--- config.mk ---
export PLATFORM = sky130hd
export DESIGN_NAME = cmd_uart_link
export DESIGN_NICKNAME = d
export VERILOG_FILES = /design/src/rtl/maze_pkg.sv /design/src/rtl/uart_rx_core.sv /design/src/rtl/cmd_uart_link.sv
export SDC_FILE = /design/constraint.sdc
export NUM_CORES = 1
export LEC_CHECK = 0
export BUFFER_PORTS_ARGS = -buffer_cell sky130_fd_sc_hd__buf_2
export CAP_MARGIN = 20
export CORE_ASPECT_RATIO = 1.4
export CORE_MARGIN = 5
export CORE_UTILIZATION = 50
export CTS_CLUSTER_SIZE = 12
export DETAILED_ROUTE_END_ITERATION = 12
export PLACE_DENSITY = 0.66
export SYNTH_ARGS = -nofsm -noshare
export SYNTH_HDL_FRONTEND = slang
export SYNTH_HIERARCHICAL = 1
export SYNTH_SLANG_ARGS = --single-unit
--- constraint.sdc ---
create_clock -name clk -period 2.3 [get_ports clk]
set_input_delay 0.115 -clock clk [delete_from_list [all_inputs] [get_ports clk]]
set_output_delay 0.115 -clock clk [all_outputs]
set_load 0.02 [all_outputs]
--- src/rtl/maze_pkg.sv ---
// Shared types and constants for the MazeRunner command link.
package maze_pkg;

    localparam int         BAUD_DIV_50M_19K2 = 2604;
    localparam logic [7:0] POS_ACK           = 8'hA5;

    typedef enum logic [1:0] {
        RX_IDLE  = 2'd0,
        RX_START = 2'd1,
        RX_DATA  = 2'd2,
        RX_STOP  = 2'd3
    } rx_state_t;

    typedef enum logic {
        ASM_WAIT_HI = 1'b0,
        ASM_WAIT_LO = 1'b1
    } asm_state_t;

    typedef enum logic {
        TX_IDLE = 1'b0,
        TX_XMIT = 1'b1
    } tx_state_t;

    // 8N1 frame, shifted out LSB first: start bit, data, stop bit.
    function automatic logic [9:0] tx_frame(input logic [7:0] data);
        return {1'b1, data, 1'b0};
    endfunction

endpackage

--- src/rtl/uart_rx_core.sv ---
// 8N1 UART receiver: two-flop synchronizer, mid-bit sampling, stop-bit check.
module uart_rx_core
    import maze_pkg::*;
#(
    parameter int BAUD_DIV = BAUD_DIV_50M_19K2
) (
    input  logic       clk,
    input  logic       rst_n,
    input  logic       RX,
    output logic [7:0] rx_byte,
    output logic       byte_rdy,
    output logic       frm_err,
    output logic       rx_idle
);

    localparam int            CW      = $clog2(BAUD_DIV) + 1;
    localparam logic [CW-1:0] HALF_LD = CW'(BAUD_DIV / 2 - 1);
    localparam logic [CW-1:0] FULL_LD = CW'(BAUD_DIV - 1);

    rx_state_t     state_r, state_s;
    logic          rx_meta_r, rx_sync_r, rx_prev_r;
    logic [CW-1:0] cnt_r;
    logic [2:0]    bit_idx_r;
    logic [7:0]    shift_r;
    logic          cnt_zero_s, fall_s;
    logic          ld_half_s, ld_full_s, sample_s, stop_s;

    assign cnt_zero_s = (cnt_r == {CW{1'b0}});
    assign fall_s     = rx_prev_r & ~rx_sync_r;
    assign rx_idle    = (state_r == RX_IDLE);

    // Synchronizer plus one extra stage for falling-edge detection.
    always_ff @(posedge clk) begin
        if (!rst_n) begin
            rx_meta_r <= 1'b1;
            rx_sync_r <= 1'b1;
            rx_prev_r <= 1'b1;
        end else begin
            rx_meta_r <= RX;
            rx_sync_r <= rx_meta_r;
            rx_prev_r <= rx_sync_r;
        end
    end

    // RX state register.
    always_ff @(posedge clk) begin
        if (!rst_n) state_r <= RX_IDLE;
        else        state_r <= state_s;
    end

    // RX next-state logic.
    always_comb begin
        state_s = state_r;
        case (state_r)
            RX_IDLE:  if (fall_s) state_s = RX_START; else state_s = RX_IDLE;
            RX_START: if (cnt_zero_s) state_s = rx_sync_r ? RX_IDLE : RX_DATA;
                      else state_s = RX_START;
            RX_DATA:  if (cnt_zero_s && bit_idx_r == 3'd7) state_s = RX_STOP;
                      else state_s = RX_DATA;
            RX_STOP:  if (cnt_zero_s) state_s = RX_IDLE; else state_s = RX_STOP;
            default:  state_s = RX_IDLE;
        endcase
    end

    // RX datapath strobes decoded from the current state.
    always_comb begin
        ld_half_s = 1'b0;
        ld_full_s = 1'b0;
        sample_s  = 1'b0;
        stop_s    = 1'b0;
        case (state_r)
            RX_IDLE:  ld_half_s = fall_s;
            RX_START: ld_full_s = cnt_zero_s & ~rx_sync_r;
            RX_DATA:  begin
                ld_full_s = cnt_zero_s;
                sample_s  = cnt_zero_s;
            end
            RX_STOP:  stop_s = cnt_zero_s;
            default:  ld_half_s = 1'b0;
        endcase
    end

    // Bit timer, data shift register and the byte/error pulses.
    always_ff @(posedge clk) begin
        if (!rst_n) begin
            cnt_r     <= {CW{1'b0}};
            bit_idx_r <= 3'd0;
            shift_r   <= 8'h00;
            rx_byte   <= 8'h00;
            byte_rdy  <= 1'b0;
            frm_err   <= 1'b0;
        end else begin
            byte_rdy <= 1'b0;
            frm_err  <= 1'b0;
            if (ld_half_s) begin
                cnt_r     <= HALF_LD;
                bit_idx_r <= 3'd0;
            end else if (ld_full_s) begin
                cnt_r <= FULL_LD;
            end else if (!cnt_zero_s) begin
                cnt_r <= cnt_r - CW'(1);
            end
            if (sample_s) begin
                shift_r   <= {rx_sync_r, shift_r[7:1]};
                bit_idx_r <= bit_idx_r + 3'd1;
            end
            if (stop_s) begin
                if (rx_sync_r) begin
                    rx_byte  <= shift_r;
                    byte_rdy <= 1'b1;
                end else begin
                    frm_err <= 1'b1;
                end
            end
        end
    end

endmodule

--- src/rtl/cmd_uart_link.sv ---
// Command link: assembles two received bytes into a 16-bit command and sends 8-bit responses.
module cmd_uart_link
    import maze_pkg::*;
#(
    parameter int BAUD_DIV = BAUD_DIV_50M_19K2,
    parameter int BYTE_TMO = 1 << 20
) (
    input  logic        clk,
    input  logic        rst_n,
    input  logic        RX,
    output logic        TX,
    output logic [15:0] cmd,
    output logic        cmd_rdy,
    input  logic        clr_cmd_rdy,
    input  logic [7:0]  resp,
    input  logic        send_resp,
    output logic        tx_busy,
    output logic        resp_sent,
    output logic        frm_err
);

    localparam int            CW      = $clog2(BAUD_DIV) + 1;
    localparam logic [CW-1:0] FULL_LD = CW'(BAUD_DIV - 1);
    localparam int            TW      = $clog2(BYTE_TMO + 1);
    localparam logic [TW-1:0] TMO_MAX = TW'(BYTE_TMO);

    logic [7:0]    rx_byte_s;
    logic          byte_rdy_s, rx_idle_s;
    asm_state_t    asm_state_r, asm_state_s;
    logic [7:0]    hold_r;
    logic [TW-1:0] tmo_cnt_r;
    logic          tmo_hit_s, hi_cap_s, lo_cap_s;
    tx_state_t     tx_state_r, tx_state_s;
    logic [9:0]    tx_shift_r;
    logic [CW-1:0] tx_cnt_r;
    logic [3:0]    tx_bits_r;
    logic          tx_zero_s, tx_load_s, tx_step_s, tx_done_s;

    uart_rx_core #(.BAUD_DIV(BAUD_DIV)) u_rx (
        .clk      (clk),
        .rst_n    (rst_n),
        .RX       (RX),
        .rx_byte  (rx_byte_s),
        .byte_rdy (byte_rdy_s),
        .frm_err  (frm_err),
        .rx_idle  (rx_idle_s)
    );

    // Resync only while the receiver is idle so an in-flight low byte is not split.
    assign tmo_hit_s = (tmo_cnt_r == TMO_MAX) & rx_idle_s;
    assign tx_zero_s = (tx_cnt_r == {CW{1'b0}});
    assign TX        = tx_shift_r[0];

    // Assembler and TX state registers.
    always_ff @(posedge clk) begin
        if (!rst_n) begin
            asm_state_r <= ASM_WAIT_HI;
            tx_state_r  <= TX_IDLE;
        end else begin
            asm_state_r <= asm_state_s;
            tx_state_r  <= tx_state_s;
        end
    end

    // Assembler and TX next-state logic.
    always_comb begin
        asm_state_s = asm_state_r;
        case (asm_state_r)
            ASM_WAIT_HI: if (!frm_err && byte_rdy_s) asm_state_s = ASM_WAIT_LO;
                         else asm_state_s = ASM_WAIT_HI;
            ASM_WAIT_LO: if (frm_err || byte_rdy_s || tmo_hit_s) asm_state_s = ASM_WAIT_HI;
                         else asm_state_s = ASM_WAIT_LO;
            default:     asm_state_s = ASM_WAIT_HI;
        endcase
        tx_state_s = tx_state_r;
        case (tx_state_r)
            TX_IDLE: if (send_resp) tx_state_s = TX_XMIT; else tx_state_s = TX_IDLE;
            TX_XMIT: if (tx_zero_s && tx_bits_r == 4'd9) tx_state_s = TX_IDLE;
                     else tx_state_s = TX_XMIT;
            default: tx_state_s = TX_IDLE;
        endcase
    end

    // Datapath strobes decoded from the current states.
    always_comb begin
        hi_cap_s  = 1'b0;
        lo_cap_s  = 1'b0;
        tx_load_s = 1'b0;
        tx_step_s = 1'b0;
        tx_done_s = 1'b0;
        case (asm_state_r)
            ASM_WAIT_HI: hi_cap_s = byte_rdy_s;
            ASM_WAIT_LO: lo_cap_s = byte_rdy_s;
            default:     hi_cap_s = 1'b0;
        endcase
        case (tx_state_r)
            TX_IDLE: tx_load_s = send_resp;
            TX_XMIT: begin
                tx_step_s = tx_zero_s & (tx_bits_r != 4'd9);
                tx_done_s = tx_zero_s & (tx_bits_r == 4'd9);
            end
            default: tx_load_s = 1'b0;
        endcase
    end

    // Holding byte, timeout counter, command word and its ready flag.
    always_ff @(posedge clk) begin
        if (!rst_n) begin
            hold_r    <= 8'h00;
            tmo_cnt_r <= {TW{1'b0}};
            cmd       <= 16'h0000;
            cmd_rdy   <= 1'b0;
        end else begin
            if (hi_cap_s) hold_r <= rx_byte_s;
            if (hi_cap_s) begin
                tmo_cnt_r <= {TW{1'b0}};
            end else if (asm_state_r == ASM_WAIT_LO && tmo_cnt_r != TMO_MAX) begin
                tmo_cnt_r <= tmo_cnt_r + TW'(1);
            end
            if (lo_cap_s) cmd <= {hold_r, rx_byte_s};
            if (lo_cap_s) begin
                cmd_rdy <= 1'b1;
            end else if (hi_cap_s || clr_cmd_rdy) begin
                cmd_rdy <= 1'b0;
            end
        end
    end

    // Response shifter; TX idles high because the register refills with ones.
    always_ff @(posedge clk) begin
        if (!rst_n) begin
            tx_shift_r <= 10'h3FF;
            tx_cnt_r   <= {CW{1'b0}};
            tx_bits_r  <= 4'd0;
            tx_busy    <= 1'b0;
            resp_sent  <= 1'b0;
        end else if (tx_load_s) begin
            tx_shift_r <= tx_frame(resp);
            tx_cnt_r   <= FULL_LD;
            tx_bits_r  <= 4'd0;
            tx_busy    <= 1'b1;
            resp_sent  <= 1'b0;
        end else if (tx_step_s) begin
            tx_shift_r <= {1'b1, tx_shift_r[9:1]};
            tx_cnt_r   <= FULL_LD;
            tx_bits_r  <= tx_bits_r + 4'd1;
        end else if (tx_done_s) begin
            tx_shift_r <= 10'h3FF;
            tx_busy    <= 1'b0;
            resp_sent  <= 1'b1;
        end else if (!tx_zero_s) begin
            tx_cnt_r <= tx_cnt_r - CW'(1);
        end
    end

endmodule

==> out/metrics.yaml <==
place_congestion: 0.842
drive_above_1_share_pct: 14.9
path_buf_inv: 1
total_power_mw: 6.40
fin_crit_sh_pct: 94.9
synth_seq_area_share_pct: 45.2
hold_viol: 0
synth.distinct_cells: 63
area_growth_pct: 19.8
io_pins: 34
dp_hpwl_um: 7690
cap_viol_max_count: 0
rows: 43
status: "finished clean"
synth_top_family_by_area: "simple AND/OR/NAND/NOR gates"
antenna_found_initial: 0
num_vias: 4291
final_antenna_net_count: 0
worstSetupPathType: "reg -> reg"
clock_sinks: 115
powerDensity_nw_per_um2: 1050
r2r_cells: 7
fin_util_pct: 61.3
start_kind: "flip-flop"
cp.depth: 7
ff2ff_setup_slack_ns: 0.12
dieArea_um2: 12300
clockBufferDepth: 2
synth_area_um2: 5100
tightest_slew_ns: 0.815
synth-compound-area-share_pct: 15.1
grtUsageTotal_pct: 19.9
synth-seq-cells: 115
place_ws_ns: 0.130
place_area_um2: 5410
diodes: 0
synthMuxAreaShare_pct: 2.75
finalWirelength_um: 11400
cp.required_ns: 2.56
crit_fanout: 12
routedWlPerCell_um: 14.5
slew_headroom_pct: 44.9
leakage_nw: 2.31
cts_buffers: 17
rsz0062_at_grt: "no"
clock-root-buffer: "clkbuf_16"
min_from: "resp[2]"
cpLargestDelayFamily: "simple AND/OR/NAND/NOR gates"
drt_iter0_drc: 197
slew_viol_final: 0
core_area_um2: 9950
min_to: "tx_shift_r[3]"
dp_cells: 745
synth_edf_count: 0
post_cts_buffers: 0
ir_worst_vdd_uv: 759
initial_core_util_pct: 51.2
clk_latency_ns: 0.41
period_needed_ns: 2.18
synth-adder-area-share_pct: 3.44
synth_warnings: 6
setup_slack_ns: 0.117
yosys.area_share.xor_xnor_pct: 2.92
stdcell_count: 781
vias_per_cell: 5.49
fmax_mhz: 458
synth_cells: 589
drc: 0
end_kind: "flip-flop"
yosys.area_share.simple_pct: 27.1
avgSynthCellArea_um2: 8.65
grt_pass1_vias: 4201
yosys.area.top_type: "dfxtp_1"
die_x_um: 95.3
grt_pass1_wl_um: 19500
crit_path_cell_trace: "inv_1 -> ha_1 -> or4b_4 -> or3_4 -> or3_1 -> o21ai_1 -> a21oi_1"
r2r-end: "u_rx/cnt_r[0]"
htree_levels: 4
hold_slack_ns: 0.0252
finalSetupViolCount: 0
drtPass1Iterations: 4
yosys-top-cells-area: "dfxtp_1, nand2_1, a21oi_1"
r2r-start: "u_rx/cnt_r[0]"
async_flop_share_pct: 0
path_clk_slew_ns: 0.05
synth_common_cells: "dfxtp_1, nand2_1, a21oi_1"
synth_fp_nets: 616
n_fill_cell: 878
skew_ns: 0.00819
io_buffers: 33
yosysMostFrequentCell: "dfxtp_1"
final_nets: 660
chipHeight_um: 129
cts.repair.resized: 0
slowest_stage: "or4b_4"
min_path_cells: 3
overflow: 0
arrival_ns: 2.44
cp_slowest_stage_delay_ns: 0.49
synth_top_area_share_pct: 45.2
grt_max_degree: 36
fin_setup_tns_ns: 0
synth_ff_type: "dfxtp_1"
cts_tree: "built"
fin_area_um2: 6100
hold_class: "in -> reg"
-- layout make-up --
type	count	area [um^2]	share of cell area (%)
clock inverter	9	175	2.87
sequential	115	2300	37.7
inverter	18	67.6	1.11
timing repair buffer	49	295	4.84
clock buffer	23	478	7.83
multi-input combinational	432	2620	42.9
tap	135	169	2.77
-- power by group --
group          total (mW)  leakage [nW]  switching, mW  internal [mW]
Combinational        1.20          1.06          0.654          0.543
Clock                2.88         0.313          0.878           2.00
Sequential           2.32         0.934          0.172           2.15
-- cells in the final DEF, fill, tap and decap left out, types with 7 or more instances in the layout --
cell type,instances
nor2_1,39
and2_1,8
ha_1,14
nand2_1,103
inv_1,17
mux2i_1,14
clkbuf_16,17
a21oi_1,73
o21ai_0,20
buf_2,33
nand3_1,19
or3_1,11
dfxtp_1,115
xor2_1,15
buf_4,12
nand2b_1,7
nor3_1,11
o32ai_1,7
nand4_1,10
-- flip-flops by register name (all words and copies together) (netlist names), 2 cells and up --
name and count:
u_rx/shift_r 8, cmd 16, u_rx/rx_byte 8, tx_shift_r 9
hold_r 8, tx_cnt_r 13, tmo_cnt_r 21, tx_bits_r 4
u_rx/state_r 2, u_rx/cnt_r 13, u_rx/bit_idx_r 3
-- layer usage --
metal | wire, um | GRT usage (%) | up-vias
met5 | 0 | 0 | -
met4 | 178 | 6.46 | 0
met3 | 438 | 6.62 | 14
met2 | 5780 | 33.6 | 70
met1 | 4960 | 23.5 | 2029
li1 | - | - | 2178
-- worst max-delay path by stage --
stage                          endpoint           from
after detailed placement  u_rx/cnt_r[0]  u_rx/cnt_r[0]
after floorplan           u_rx/cnt_r[0]  u_rx/cnt_r[0]
final                     u_rx/cnt_r[0]  u_rx/cnt_r[0]
after CTS                 u_rx/cnt_r[0]  u_rx/cnt_r[0]
after global routing      u_rx/cnt_r[0]  u_rx/cnt_r[0]
after global placement    u_rx/cnt_r[0]  u_rx/cnt_r[0]
-- what timing repair did --
item                                    4_1_cts  5_1_grt
endpoints found under the setup margin        0        0
hold buffers                                  4        0
hold endpoints to repair                      3        0
-- cells by family after synthesis --
family                     after synthesis
buffers and inverters                   42
DFF                                    115
and+or+nand+nor                        258
muxes                                   14
adders and majority gates               14
AOI/OAI and AO/OA                      129
xor gates and xnor gates                17
-- tightest hold or removal path: stages --
cell and delay (ns):
buf_2 0.08, o32ai_1 0.06, o21ai_0 0.14
Power figures use the tool's default switching activity.
